File: src/rtl/gnn_pkg.sv
// Shared constants and FSM state encoding for the gnn output collector.
// Compile before the modules that import it.
package gnn_pkg;

    localparam int OUT_W    = 20;
    localparam int NODE_CNT = 4;
    localparam int SLOT_CNT = 2 * NODE_CNT;

    typedef enum logic {
        COLLECT = 1'b0,
        DRAIN   = 1'b1
    } state_t;

    // Exact difference b - a after sign extension by one bit.
    function automatic logic [OUT_W:0] signed_margin(
        input logic [OUT_W-1:0] a,
        input logic [OUT_W-1:0] b
    );
        return {b[OUT_W-1], b} - {a[OUT_W-1], a};
    endfunction

endpackage

File: src/rtl/gnn_out_slot.sv
// One capture slot: ready rising-edge detect, value register and full flag.
// Latency: an edge sampled at edge T sets full after T. Never stalls.
module gnn_out_slot #(
    parameter int W = 20
) (
    input  logic         clk,
    input  logic         rst_n,
    input  logic         ready,
    input  logic [W-1:0] value,
    input  logic         capture_en,
    input  logic         clear,
    output logic         full,
    output logic [W-1:0] data,
    output logic         hit_while_busy
);

    logic rdy_q;
    logic rise;

    assign rise           = ready & ~rdy_q;
    assign hit_while_busy = rise & ~capture_en;

    // rdy_q follows the input in every state so an edge is seen exactly once.
    always_ff @(posedge clk) begin
        if (!rst_n) begin
            rdy_q <= 1'b0;
            full  <= 1'b0;
            data  <= '0;
        end else begin
            rdy_q <= ready;
            if (clear) begin
                full <= 1'b0;
            end else if (rise && capture_en && !full) begin
                full <= 1'b1;
                data <= value;
            end
        end
    end

endmodule

File: src/rtl/gnn_out_collector.sv
// Collects eight gnn outputs, classifies each node and streams four result beats.
// Latency: m_valid one cycle after the last capture; stalls hold all m_* stable.
module gnn_out_collector
    import gnn_pkg::*;
#(
    parameter int OUT_W = gnn_pkg::OUT_W
) (
    input  logic             clk,
    input  logic             rst_n,
    input  logic [OUT_W-1:0] out0_node0,
    input  logic [OUT_W-1:0] out0_node1,
    input  logic [OUT_W-1:0] out0_node2,
    input  logic [OUT_W-1:0] out0_node3,
    input  logic [OUT_W-1:0] out1_node0,
    input  logic [OUT_W-1:0] out1_node1,
    input  logic [OUT_W-1:0] out1_node2,
    input  logic [OUT_W-1:0] out1_node3,
    input  logic             out0_ready_node0,
    input  logic             out0_ready_node1,
    input  logic             out0_ready_node2,
    input  logic             out0_ready_node3,
    input  logic             out1_ready_node0,
    input  logic             out1_ready_node1,
    input  logic             out1_ready_node2,
    input  logic             out1_ready_node3,
    output logic             m_valid,
    input  logic             m_ready,
    output logic [1:0]       m_node,
    output logic [OUT_W-1:0] m_out0,
    output logic [OUT_W-1:0] m_out1,
    output logic             m_class,
    output logic [OUT_W:0]   m_margin,
    output logic             batch_done,
    output logic             err_overrun
);

    // Slots 0..3 hold out0 of nodes 0..3, slots 4..7 hold out1.
    logic [OUT_W-1:0]    slot_in   [SLOT_CNT];
    logic [OUT_W-1:0]    slot_val  [SLOT_CNT];
    logic [SLOT_CNT-1:0] slot_rdy;
    logic [SLOT_CNT-1:0] slot_full;
    logic [SLOT_CNT-1:0] slot_hit;

    state_t     state;
    logic [1:0] node_idx;
    logic       capture_en;
    logic       last_accept;
    logic       all_full;
    logic       any_hit;

    logic [1:0]       sel_idx;
    logic [OUT_W-1:0] sel_out0;
    logic [OUT_W-1:0] sel_out1;
    logic [OUT_W:0]   sel_margin;
    logic             sel_class;

    assign slot_in[0] = out0_node0;
    assign slot_in[1] = out0_node1;
    assign slot_in[2] = out0_node2;
    assign slot_in[3] = out0_node3;
    assign slot_in[4] = out1_node0;
    assign slot_in[5] = out1_node1;
    assign slot_in[6] = out1_node2;
    assign slot_in[7] = out1_node3;

    assign slot_rdy = {out1_ready_node3, out1_ready_node2, out1_ready_node1, out1_ready_node0,
                       out0_ready_node3, out0_ready_node2, out0_ready_node1, out0_ready_node0};

    assign capture_en  = (state == COLLECT);
    assign last_accept = (state == DRAIN) && m_ready && (node_idx == 2'(NODE_CNT - 1));
    assign all_full    = &slot_full;
    assign any_hit     = |slot_hit;

    for (genvar i = 0; i < SLOT_CNT; i++) begin : g_slot
        gnn_out_slot #(
            .W(OUT_W)
        ) u_slot (
            .clk            (clk),
            .rst_n          (rst_n),
            .ready          (slot_rdy[i]),
            .value          (slot_in[i]),
            .capture_en     (capture_en),
            .clear          (last_accept),
            .full           (slot_full[i]),
            .data           (slot_val[i]),
            .hit_while_busy (slot_hit[i])
        );
    end

    // The output registers are loaded with the beat that becomes current next:
    // node 0 on entry to DRAIN, node_idx+1 on each non-final accept.
    always_comb begin
        sel_idx    = (state == COLLECT) ? 2'd0 : node_idx + 2'd1;
        sel_out0   = slot_val[{1'b0, sel_idx}];
        sel_out1   = slot_val[{1'b1, sel_idx}];
        sel_margin = signed_margin(sel_out0, sel_out1);
        sel_class  = ~sel_margin[OUT_W] & (|sel_margin);
    end

    always_ff @(posedge clk) begin
        if (!rst_n) begin
            state       <= COLLECT;
            node_idx    <= 2'd0;
            m_valid     <= 1'b0;
            m_node      <= 2'd0;
            m_out0      <= '0;
            m_out1      <= '0;
            m_class     <= 1'b0;
            m_margin    <= '0;
            batch_done  <= 1'b0;
            err_overrun <= 1'b0;
        end else begin
            batch_done <= 1'b0;
            if (any_hit) begin
                err_overrun <= 1'b1;
            end
            case (state)
                COLLECT: begin
                    if (all_full) begin
                        state    <= DRAIN;
                        node_idx <= 2'd0;
                        m_valid  <= 1'b1;
                        m_node   <= sel_idx;
                        m_out0   <= sel_out0;
                        m_out1   <= sel_out1;
                        m_class  <= sel_class;
                        m_margin <= sel_margin;
                    end
                end
                DRAIN: begin
                    if (m_ready) begin
                        if (node_idx == 2'(NODE_CNT - 1)) begin
                            state      <= COLLECT;
                            m_valid    <= 1'b0;
                            batch_done <= 1'b1;
                        end else begin
                            node_idx <= sel_idx;
                            m_node   <= sel_idx;
                            m_out0   <= sel_out0;
                            m_out1   <= sel_out1;
                            m_class  <= sel_class;
                            m_margin <= sel_margin;
                        end
                    end
                end
                default: state <= COLLECT;
            endcase
        end
    end

endmodule

File: config.mk
export PLATFORM = sky130hd
export DESIGN_NAME = gnn_out_collector
export DESIGN_NICKNAME = d
export VERILOG_FILES = /design/src/rtl/gnn_pkg.sv /design/src/rtl/gnn_out_slot.sv /design/src/rtl/gnn_out_collector.sv
export SDC_FILE = /design/constraint.sdc
export NUM_CORES = 1
export LEC_CHECK = 0
export ABC_AREA = 1
export CAP_MARGIN = 25
export CORE_ASPECT_RATIO = 0.9
export CORE_UTILIZATION = 51
export DETAILED_ROUTE_END_ITERATION = 6
export GPL_ROUTABILITY_DRIVEN = 0
export PLACE_DENSITY = 0.83
export SLEW_MARGIN = 20
export SYNTH_ARGS = -nofsm -noshare
export SYNTH_HDL_FRONTEND = slang
export SYNTH_SLANG_ARGS = --single-unit
File: constraint.sdc
create_clock -name clk -period 3.5 [get_ports clk]
set_input_delay 0.525 -clock clk [delete_from_list [all_inputs] [get_ports clk]]
set_output_delay 0.525 -clock clk [all_outputs]
set_load 0.005 [all_outputs]
==> metrics.txt <==
status complete, no violations; H-Tree Depth 1; Pins Over Slew Limit 0; Setup Viol. Count Final 0; design area 14480 um^2; root buf cell clkbuf_16; Starting Density 52.60%; Die W 157.2 um; syn_nets 1775; Yosys reg bits 246; Crit Path Max Fanout 17; worst path arrival time 3.61 ns; grt ovf 0; first-pass GRT wire length roughly 54 mm; Core ar. 21020 um^2; max-cap violation count 0; P_leak around 6.3 nW; drt pass-1 iters 5; path depth of the worst reg2reg path 22; Reg2Reg Setup Slack 0.28 ns; CTS tree done; Die ar. 22270 um^2; largest net degree at the start of global routing 95; n_diodes 0; final std cells w/o fill 2080; Final Skew 0.01172 ns; total CTS buffers 25; Pwr Density 502.7 nW/um^2; Iter 0 DRT Violations slightly below 1000; HPWL Detailed between 20 and 30 mm; vias 11240; Critical Path End Type register; final WL 33.91 mm; share of cells above drive strength 1 under 10%; final core occ approximately 70%; Reg-to-Reg Start node_idx[0]; Clock Pin Slew Worst Setup and Hold Paths 0.06 ns; Hold Path End g_slot[5].u_slot.data[16]; Fin. Hold Viols 0; DIE HEIGHT 141.7 um; final cycle utilization of the critical path 91.96%; Post-Syn Area 11060 um^2; Worst Setup Start Kind register; placed cell area 13580 um^2; I/O pin cnt 238; overall power 7.278 mW; Yosys cell types 38; slew margin rel. a little over half; # DRC 0; CTS Sinks around 250; dpl cells ~2000; antenna-violating nets left 0; num rows 50; Crit Path Class reg -> reg; Layout Area Growth over Synthesis 30.94%; wire per inst 16.30 um; Critical Path RT 3.89 ns; fmax 310.7 MHz; Post-Syn Instances roughly 1600; vias in the first global route 10370; initial antenna violation count 0; post-synthesis sequential area ratio 44.54%; Worst-Margin Slew 0.7000 ns; WHS Path Cells 2; overall global routing resource usage between 30% and 40%; Period minus WS final 3.219 ns; Hold WC Path Type reg -> reg; Max VDD drop 0.3368 mV; Hold Startpoint g_slot[5].u_slot.data[16]; hold buffer count at cts 0; vias per inst 5.405; Mean Syn Cell Area 6.989 um^2; Yosys warnings 0; IO Port Bufs 237; Clock Tree Buf Depth 3; worst skew pair latency 0.53 ns; reg2reg end m_class; nets a little under 2000
==> synthesized netlist by cell type, drive strengths merged <==
| library cell | instances | area, um^2 |
|---|---|---|
| nor2 | 372 | 1431 |
| dfxtp | 246 | 4925 |
| o21ai | 239 | 1200 |
| nand2 | 237 | 897.1 |
| inv | 125 | 469.2 |
| a21oi | 113 | 648.1 |
| clkbuf | 69 | 259.0 |
| nand3 | 56 | 290.3 |
| o22ai | 40 | 250.2 |
| buf | 28 | 165.2 |
| ha | 21 | 262.8 |
| nand4 | 5 | 31.28 |
| o211ai | 5 | 37.54 |
| nand3b | 4 | 30.03 |
| nor3 | 4 | 20.02 |
| a22oi | 3 | 22.52 |
| a31oi | 3 | 18.77 |
| nor4 | 2 | 12.51 |
| o21bai | 2 | 15.01 |
| a21o | 1 | 7.510 |
| a31o | 1 | 8.760 |
| and2 | 1 | 6.260 |
| and3 | 1 | 6.260 |
| fa | 1 | 20.02 |
| o21a | 1 | 7.510 |
| or2 | 1 | 6.260 |
| xnor2 | 1 | 8.760 |
==> flip-flops by register name, indices dropped and copies added, names as in the netlist <==
| signal | count |
|---|---|
| batch_done | 1 |
| err_overrun | 1 |
| g_slot.u_slot.data | 160 |
| g_slot.u_slot.full | 8 |
| g_slot.u_slot.rdy_q | 8 |
| m_class | 1 |
| m_margin | 21 |
| m_node | 2 |
| m_out0 | 20 |
| m_out1 | 20 |
| m_valid | 1 |
| node_idx | 2 |
| state | 1 |
==> report_power, final <==
group          internal, mW  switching, mW  leakage (nW)  total (mW)
Sequential             2.99         0.0942          2.02        3.08
Clock                  1.62           1.12         0.421        2.75
Combinational         0.563          0.887          3.87        1.45
==> area by class of cell <==
| cell class | instances | area, um^2 |
|---|---|---|
| fill | 1759 | 6543 |
| multi-input combinational | 1114 | 5250 |
| sequential | 246 | 4926 |
| timing repair buffer | 264 | 2621 |
| clock buffer | 32 | 691.9 |
| inverter | 125 | 474.2 |
| tap | 286 | 357.8 |
| clock inverter | 13 | 156.4 |
==> through the flow <==
stage | setup WS [ns] | hold WS [ns] | setup TNS (ns)
6_report | 0.2814 | 0.4544 | 0
3_5_place_dp | 0.1736 | 0.4449 | 0
4_1_cts | 0.1434 | 0.4534 | 0
5_1_grt | -0.02867 | 0.4714 | -0.02867
3_3_place_gp | 0.2161 | 0.4398 | 0
2_1_floorplan | 0.5389 | 0.4245 | 0
==> cells in the final DEF (no fill, tap or decap), types with 5 or more instances in the layout <==
cell type	synthesis	routed
o211ai_1	5	5
o22ai_1	40	40
a21oi_2	22	23
ha_1	21	21
dfxtp_1	246	245
clkinv_2	0	6
nand3_1	54	54
nand2_1	234	233
inv_1	121	120
nand4_1	5	5
buf_4	7	22
o21ai_0	217	217
clkdlybuf4s50_1	0	236
clkbuf_16	0	25
a21oi_1	91	90
nor2_1	369	369
o21ai_1	21	21
==> logic make-up (layout without fill, tap and decap cells) <==
kind of cell | Yosys count | after routing | synth area share [%]
and+or+nand+nor | 683 | 683 | 24.70
AOI/OAI and AO/OA | 408 | 408 | 20.04
DFF | 246 | 246 | 44.54
buffers and inverters | 222 | 434 | 8.080
adders and majority gates | 22 | 22 | 2.557
xor gates and xnor gates | 1 | 1 | 0.07923
==> worst max-delay path, stage by stage, from the launching register on <==
cell	delay, ns
dfxtp_2	0.37
ha_1	0.29
nand2_1	0.10
buf_6	0.18
nand2_1	0.07
inv_1	0.04
a22oi_2	0.30
inv_2	0.09
fa_1	0.42
inv_1	0.13
nand2_1	0.08
nand2_1	0.09
nand3_1	0.09
nand2_1	0.12
nand2_1	0.06
nand2_1	0.12
nand3_1	0.09
nor2_1	0.13
nand3_1	0.09
nor2_1	0.08
nand2_1	0.05
nand2_1	0.07
a21oi_2	0.05
==> timing repair <==
action,CTS,global route
endpoints found under the setup margin,0,4
buffers inserted,0,1
resized for setup,0,14
==> worst max-delay path by stage <==
| stage | cells after the start | to | startpoint |
|---|---|---|---|
| after CTS | 23 | m_class | state |
| after global placement | 20 | m_class | state |
| after floorplan | 22 | m_class | node_idx[0] |
| final | 22 | m_class | node_idx[0] |
| after detailed placement | 23 | m_class | state |
| after global routing | 22 | m_class | node_idx[0] |
==> metal layers <==
metal / vias up / wire length (um) / part of all wire, % / track usage, %
met1: 5082 / 14840 / 44 / 42.47
met2: 526 / 14610 / 43 / 46.32
met5: - / 0 / 0 / 0
li1: 5546 / - / - / -
met3: 89 / 2836 / 8.4 / 4.520
met4: 0 / 1636 / 4.8 / 14.00
Note: power is estimated with default switching activity, not from simulation.
